===== config.mk =====
export PLATFORM = sky130hd
export DESIGN_NAME = rr_grant_index
export DESIGN_NICKNAME = d
export VERILOG_FILES = /design/src/rtl/rr_grant_index.sv
export SDC_FILE = /design/constraint.sdc
export NUM_CORES = 1
export LEC_CHECK = 0
export CORE_MARGIN = 3
export CORE_UTILIZATION = 47
export DETAILED_ROUTE_END_ITERATION = 6
export PLACE_DENSITY_LB_ADDON = 0.12
export RECOVER_POWER = 25
export SYNTH_ARGS = -nofsm -noshare
export SYNTH_HDL_FRONTEND = slang
export SYNTH_SLANG_ARGS = --single-unit

===== constraint.sdc =====
create_clock -name i_clk -period 3 [get_ports i_clk]
set_clock_uncertainty 0.2 [all_clocks]
set_input_delay 0.6 -clock i_clk [delete_from_list [all_inputs] [get_ports i_clk]]
set_output_delay 0.6 -clock i_clk [all_outputs]
set_load 0.01 [all_outputs]

===== src/rtl/rr_grant_index.sv =====
// rr_grant_index: round-robin arbiter with a registered binary grant index. A grant is held until released.
// Build macro RR_GRANT_BACK2BACK_EN lets a release hand the grant straight to the next winner with no idle cycle.
module rr_grant_index #(
  parameter int N = 3
) (
  input  logic              i_clk,
  input  logic              i_reset,
  input  logic [2**N-1:0]   i_req,
  input  logic              i_release,
  output logic              o_gnt_valid,
  output logic [N-1:0]      o_gnt_idx,
  output logic [N-1:0]      o_ptr
);

  localparam int R = 2**N;

  typedef enum logic {S_IDLE = 1'b0, S_GRANT = 1'b1} state_t;

  state_t         r_state;
  state_t         w_next_state;
  logic           r_gnt_valid;
  logic [N-1:0]   r_gnt_idx;
  logic [N-1:0]   r_ptr;
  logic [N-1:0]   w_next_idx;
  logic [N-1:0]   w_next_ptr;

  logic [N-1:0]   w_base;
  logic [R-1:0]   w_req_eff;
  logic [N-1:0]   w_scan_idx;
  logic           w_win_vld;
  logic [N-1:0]   w_win_idx;

  // In the back-to-back build, a grant that is being released searches from
  // the advanced pointer and must not re-select the releasing owner.
  always_comb begin
    w_base    = r_ptr;
    w_req_eff = i_req;
`ifdef RR_GRANT_BACK2BACK_EN
    if (r_state == S_GRANT) begin
      w_base    = r_gnt_idx + N'(1);
      w_req_eff = i_req & ~(R'(1) << r_gnt_idx);
    end
`endif
  end

  // Scan downwards so that the lowest offset from the base wins.
  always_comb begin
    w_win_vld  = 1'b0;
    w_win_idx  = '0;
    w_scan_idx = '0;
    for (int k = R - 1; k >= 0; k--) begin
      w_scan_idx = w_base + N'(k);
      if (w_req_eff[w_scan_idx]) begin
        w_win_vld = 1'b1;
        w_win_idx = w_scan_idx;
      end
    end
  end

  always_ff @(posedge i_clk) begin
    if (i_reset) begin
      r_state     <= S_IDLE;
      r_gnt_valid <= 1'b0;
      r_gnt_idx   <= '0;
      r_ptr       <= '0;
    end else begin
      r_state     <= w_next_state;
      r_gnt_valid <= (w_next_state == S_GRANT);
      r_gnt_idx   <= w_next_idx;
      r_ptr       <= w_next_ptr;
    end
  end

  always_comb begin
    w_next_state = r_state;
    w_next_idx   = r_gnt_idx;
    w_next_ptr   = r_ptr;
    case (r_state)
      S_IDLE: begin
        if (w_win_vld) begin
          w_next_state = S_GRANT;
          w_next_idx   = w_win_idx;
        end
      end
      S_GRANT: begin
        if (i_release) begin
          w_next_ptr   = r_gnt_idx + N'(1);
          w_next_state = S_IDLE;
`ifdef RR_GRANT_BACK2BACK_EN
          if (w_win_vld) begin
            w_next_state = S_GRANT;
            w_next_idx   = w_win_idx;
          end
`endif
        end
      end
      default: w_next_state = S_IDLE;
    endcase
  end

  always_comb begin
    o_gnt_valid = r_gnt_valid;
    o_gnt_idx   = r_gnt_idx;
    o_ptr       = r_ptr;
  end

endmodule


# After elaboration in Yosys (flattened, before gate mapping)
# Cells that the tools add are included.
# totals
reg_bits	7
elab_cells	57
# op_classes
addsub	8
order_cmp	8
n_mux	35
bitwise	1
n_reduce_logical	2
# ops
cell	n
3-bit by 4-bit < comparator with 1-bit output, second input constant	8
1-bit binary-select mux with 3-bit select	8
3-bit two-way mux	8
1-bit two-way mux	18
3-bit adder, second input constant	4
3-bit by 1-bit adder with 3-bit output, second input constant	2
3-bit by 2-bit adder with 3-bit output, second input constant	2
2-bit AND reduction	2
1-bit one-hot mux with 2 select lines	1
1-bit inverter	1

# Logic depth before layout (Yosys ltp)
# depth
word_depth	13
ltp_mapped	12

# Worst setup path after synthesis
# OpenSTA, ideal clock, no wires.
# synth_timing
path_kind	register to register
from	register r_ptr[0] (netlist: o_ptr[0])
to	register r_gnt_idx[1] (netlist: o_gnt_idx[1])
setup_time_ns	0.096
t_arrival_ns	2.812
required_ns	2.704
setup_slack_ns	-0.108
path_stages_with_launch	12
path_buffers	2
path_cell_list	dfxtp_1 > buf_2 > buf_6 > inv_1 > ha_1 > xnor2_1 > mux4_2 > mux2i_1 > and3_1 > o2111ai_1 > and3_1 > o41ai_2
# synth_via
elab_chain_cells	12
elab_cells_between_ends	40
# synth_rtl
item	line	source
start: declaration	23	logic [N-1:0] r_ptr;
start signal: assignment	70	r_ptr <= w_next_ptr;
3-bit adder	52	w_scan_idx = w_base + N'(k);
1-bit binary-select mux with 3-bit select	53	if (w_req_eff[w_scan_idx]) begin
1-bit two-way mux (not written as such)	53	
1-bit two-way mux (8 in series)	53	
2-bit AND reduction (no line)	-	
end signal: assignment	69	r_gnt_idx <= w_next_idx;
end: declaration	22	logic [N-1:0] r_gnt_idx;
# Several ways; a longest one is shown, not always the timed one. The select of a mux whose other input is x is not followed.
# A chain may end at the register's enable or synchronous reset.

# Final worst setup path
# layout_timing
from	register r_ptr[1] (netlist: o_ptr[1])
to	register r_gnt_idx[1] (netlist: o_gnt_idx[1])
# Same word-level chain as after synthesis.

==> metrics.sh <==
POWER-PER-CELL-AREA_mW_PER_MM2=338
RUN_STATUS='complete, no violations'
FMAX_MHz=353
YOSYS_WARNINGS=0
CTSLONGESTPATHBUFFERS=2
GRT_PASS1_VIAS=1001
DRT_PRE_ANTENNA_ITERS=4
IO_BUFFERS=17
HPWLAFTERDP_UM=2210
CRIT_PATH_MAX_FANOUT=6
FINALNONFILLERCELLS=174
TOTAL_GRT_USAGE_PCT=23.6
R2R.WORST_PATH.CELLS=9
SYNTH_TOP_CELL_AREA_SHARE_PCT=24.8
FRACTION_OF_THE_CYCLE_THE_FINAL_WORST_PATH_NEEDS_PCT=94.3
CELL_TOTAL_AFTER_PLACEMENT=170
LAYOUT-DRIVE-GT1-SHARE_PCT=25.9
ENDPOINT_KIND='register'
SYNTH_AREA_PER_CELL_UM2=8.82
YOSYSSEQAREASHARE_PCT=14.1
SYNTH_EDF_COUNT=0
PERIOD_MINUS_SLACK_NS=2.83
DIE_W_UM=52.1
SYNTH_AREA_LEADER_CELL='sky130_fd_sc_hd__mux4_2'
CRITPATHREQUIREDTIME_NS=2.95
CRITPATHMOSTFREQUENTCELL='sky130_fd_sc_hd__and3_1'
SETUP_VIOLATIONS=0
YOSYS.CELL_TYPES.COUNT=38
CLOCK_LATENCY_NS=0.26
MAX_STAGE_DELAY_NS=0.54
CELL_COUNT_AFTER_SYNTHESIS=113
ANTENNA_VIOLATING_NETS_POST_ROUTE=0
PLACEABLECOREAREA_MM2=0.00198
IO_PINS=18
NUMCTSBUFFERS=3
REGISTER_BIT_TOTAL_FROM_SYNTHESIS=7
POST_DETAILED_ROUTE_DRC_MARKER_COUNT=0
TRITONCTS='yes'
TIMING_HOLD_VIOLATIONS_FINAL=0
CP_CELL_INSTANCES='inv_1, ha_1, xnor2_2, mux4_2, mux2i_1, and3_1, o2111ai_1, and3_1, o41ai_2'
DIE-AREA_MM2=0.00271
TOTAL_LEAKAGE_POWER_nW=0.511
DRT_WL_TOTAL_UM=2730
VERTICAL_EXTENT_OF_THE_DIE_UM=52.1
GP_CONGESTION=0.896
SYNTH_ASYNC_SR_FLOP_SHARE_PCT=0
POST_CTS_HOLD_FIX_BUFS=0
WORST_HOLD_SLACK_NS=0.296
MAXCAPVIOLATIONS=0
CRITPATHLAUNCH='o_ptr[1]'
CTS_MAX_LEVEL=1
GLOBALROUTE.TOTALOVERFLOW=0
CRITICAL_PATH.SLOWEST_CELL='sky130_fd_sc_hd__mux4_2'
GRT_FIRST_PASS_WIRELENGTH_UM=4750
SYNTHESIS.NETS=127
FLOW.AREA_GROWTH_FROM_SYNTHESIS_PCT=35.5
SYNTH.AREA.TOP_CELLS='sky130_fd_sc_hd__mux4_2 (25%), sky130_fd_sc_hd__dfxtp_1 (14%), sky130_fd_sc_hd__mux2i_1 (8.0%)'
CTS_RESIZED=0
FIN_NETS=162
ANTENNA_CELLS_INSERTED=0
MAPPED_CELL_AREA_UM2=997
CLOCK-SINKS=7
START_UTIL_PCT=50.3
GRT_MAX_DEGREE=19
NUMBER_OF_DESIGN_RULE_VIOLATIONS_LEFT_BY_THE_FIRST_DETAILED_ROUTER_ITERATION=33
YOSYS_MOST_USED_DFF='sky130_fd_sc_hd__dfxtp_1'
STD_CELL_ROWS=16
WL_PER_CELL_UM=15.7
CTS-ROOT-BUF='sky130_fd_sc_hd__clkbuf_4'
CRIT_PATH_START_KIND='register'
HOLD_PATH_STARTPOINT='o_gnt_idx[2]'
REGISTER_TO_REGISTER_SETUP_SLACK_NS=0.17
TIMING.SLEW.HEADROOM_PCT=75.5
TIMING.FINAL.MAX_SLEW_VIOLATIONS=0
RSZ0062_AT_GRT='no'
YS_TOP_CELLS_BY_COUNT='sky130_fd_sc_hd__mux4_2 (11), sky130_fd_sc_hd__nor2_1 (11), sky130_fd_sc_hd__mux2i_1 (8), sky130_fd_sc_hd__nand2_1 (8)'
CRITICAL_PATH.REG2REG.STARTPOINT='o_ptr[1]'
IR_DROP_V=0.000265
CTS.CLK_SLEW.WORST_PATHS_NS=0.05
VIA_PER_INST=6.00
POST_CTS_BUFFERS=0
NUMBER_OF_ANTENNA_VIOLATIONS_AT_THE_FIRST_CHECK_IN_GLOBAL_ROUTING=0
CRITICAL_PATH_CLASS='register to register'
CRITICAL_PATH.REG2REG.ENDPOINT='o_gnt_idx[1]'
TIMING_WORST_SLEW_PIN_VALUE_NS=0.358
LAYOUT.FILLER_CELLS=162
VIAS=1044
TIMING.CRITICAL_PATH.ARRIVAL_NS=2.79
HOLDCRITPATHCLASS='register to register'
SETUP.WORST_PATH.END='o_gnt_idx[1]'
## area by class of cell
cell class | count | area, um^2 | share of cell area (%)
Multi-Input combinational cell | 91 | 797 | 59.0
Sequential cell | 7 | 140 | 10.4
Inverter | 7 | 26.3 | 1.94
Tap cell | 27 | 33.8 | 2.50
Timing Repair Buffer | 38 | 328 | 24.3
Clock buffer | 4 | 26.3 | 1.94
## how the worst min path moves through the flow
stage | endpoint | slack (ns) | cells past startpoint
detailed placement | o_gnt_idx[2] | 0.28 | 2
finish | o_gnt_idx[2] | 0.30 | 2
global route | o_gnt_idx[2] | 0.31 | 2
CTS | o_gnt_idx[2] | 0.30 | 2
floorplan | o_gnt_idx[2] | 0.30 | 2
global placement | o_gnt_idx[2] | 0.28 | 2
## where the power goes
part	leakage (nW)	total, mW	switching (mW)	internal, mW
clock network	0.0150	0.0882	0.0373	0.0509
logic	0.439	0.262	0.123	0.138
registers	0.0574	0.107	0.00644	0.100
total	0.511	0.457	0.167	0.289
## cells in the final DEF (no fill, tap or decap), types with 6 or more instances in the layout
master / Yosys / layout
sky130_fd_sc_hd__a21oi_1: 6 / 6
sky130_fd_sc_hd__nand2_1: 8 / 8
sky130_fd_sc_hd__mux2i_1: 8 / 8
sky130_fd_sc_hd__dfxtp_1: 7 / 7
sky130_fd_sc_hd__mux4_2: 11 / 11
sky130_fd_sc_hd__nor2_1: 11 / 11
sky130_fd_sc_hd__inv_1: 7 / 7
sky130_fd_sc_hd__clkdlybuf4s50_1: 0 / 16
sky130_fd_sc_hd__buf_4: 0 / 21
## critical path: cells and delay by family (launching register included)
family          cells  cell delay [ns]
fa+ha+maj           1             0.30
compound gates      2             0.39
buf+inv             1             0.08
xor+xnor            1             0.31
mux                 2             0.74
simple gates        2             0.37
flops               1             0.33
## sequential cells by signal, summed over array words and instances, names as in the netlist
| name | count |
|---|---|
| o_ptr | 3 |
| o_gnt_valid | 1 |
| o_gnt_idx | 3 |
## cell families (layout without fill, tap and decap cells)
logic type                 Yosys count  count (layout)  share of synthesized area, %
adders and majority gates            3               3                          3.76
buffers and inverters               15              49                          6.78
xor gates and xnor gates             4               4                          3.51
muxes                               20              20                          34.0
AOI/OAI and AO/OA                   29              29                          21.1
DFF                                  7               7                          14.1
and+or+nand+nor                     35              35                          16.8
## layer usage
layer	vias to the layer above	global-route usage, %	wire length, um
met5	-	0	0
met4	0	2.62	14
met3	3	6.02	135
met2	31	40.0	1360
met1	495	30.9	1220
li1	515	-	-
## per-stage QoR
step	setup slack [ns]	setup TNS, ns	total power [mW]	utilization, %	instance area, um^2
after floorplan	0.00854	0	0.267	-	1010
after global placement	0.0364	0	0.361	66.9	1330
after detailed placement	-0.0492	-0.0783	0.368	66.9	1330
after CTS	0.164	0	0.460	68.2	1350
after global routing	0.0153	0	0.493	68.2	1350
final	0.170	0	0.457	68.2	1350
(Power assumes the default switching activity.)
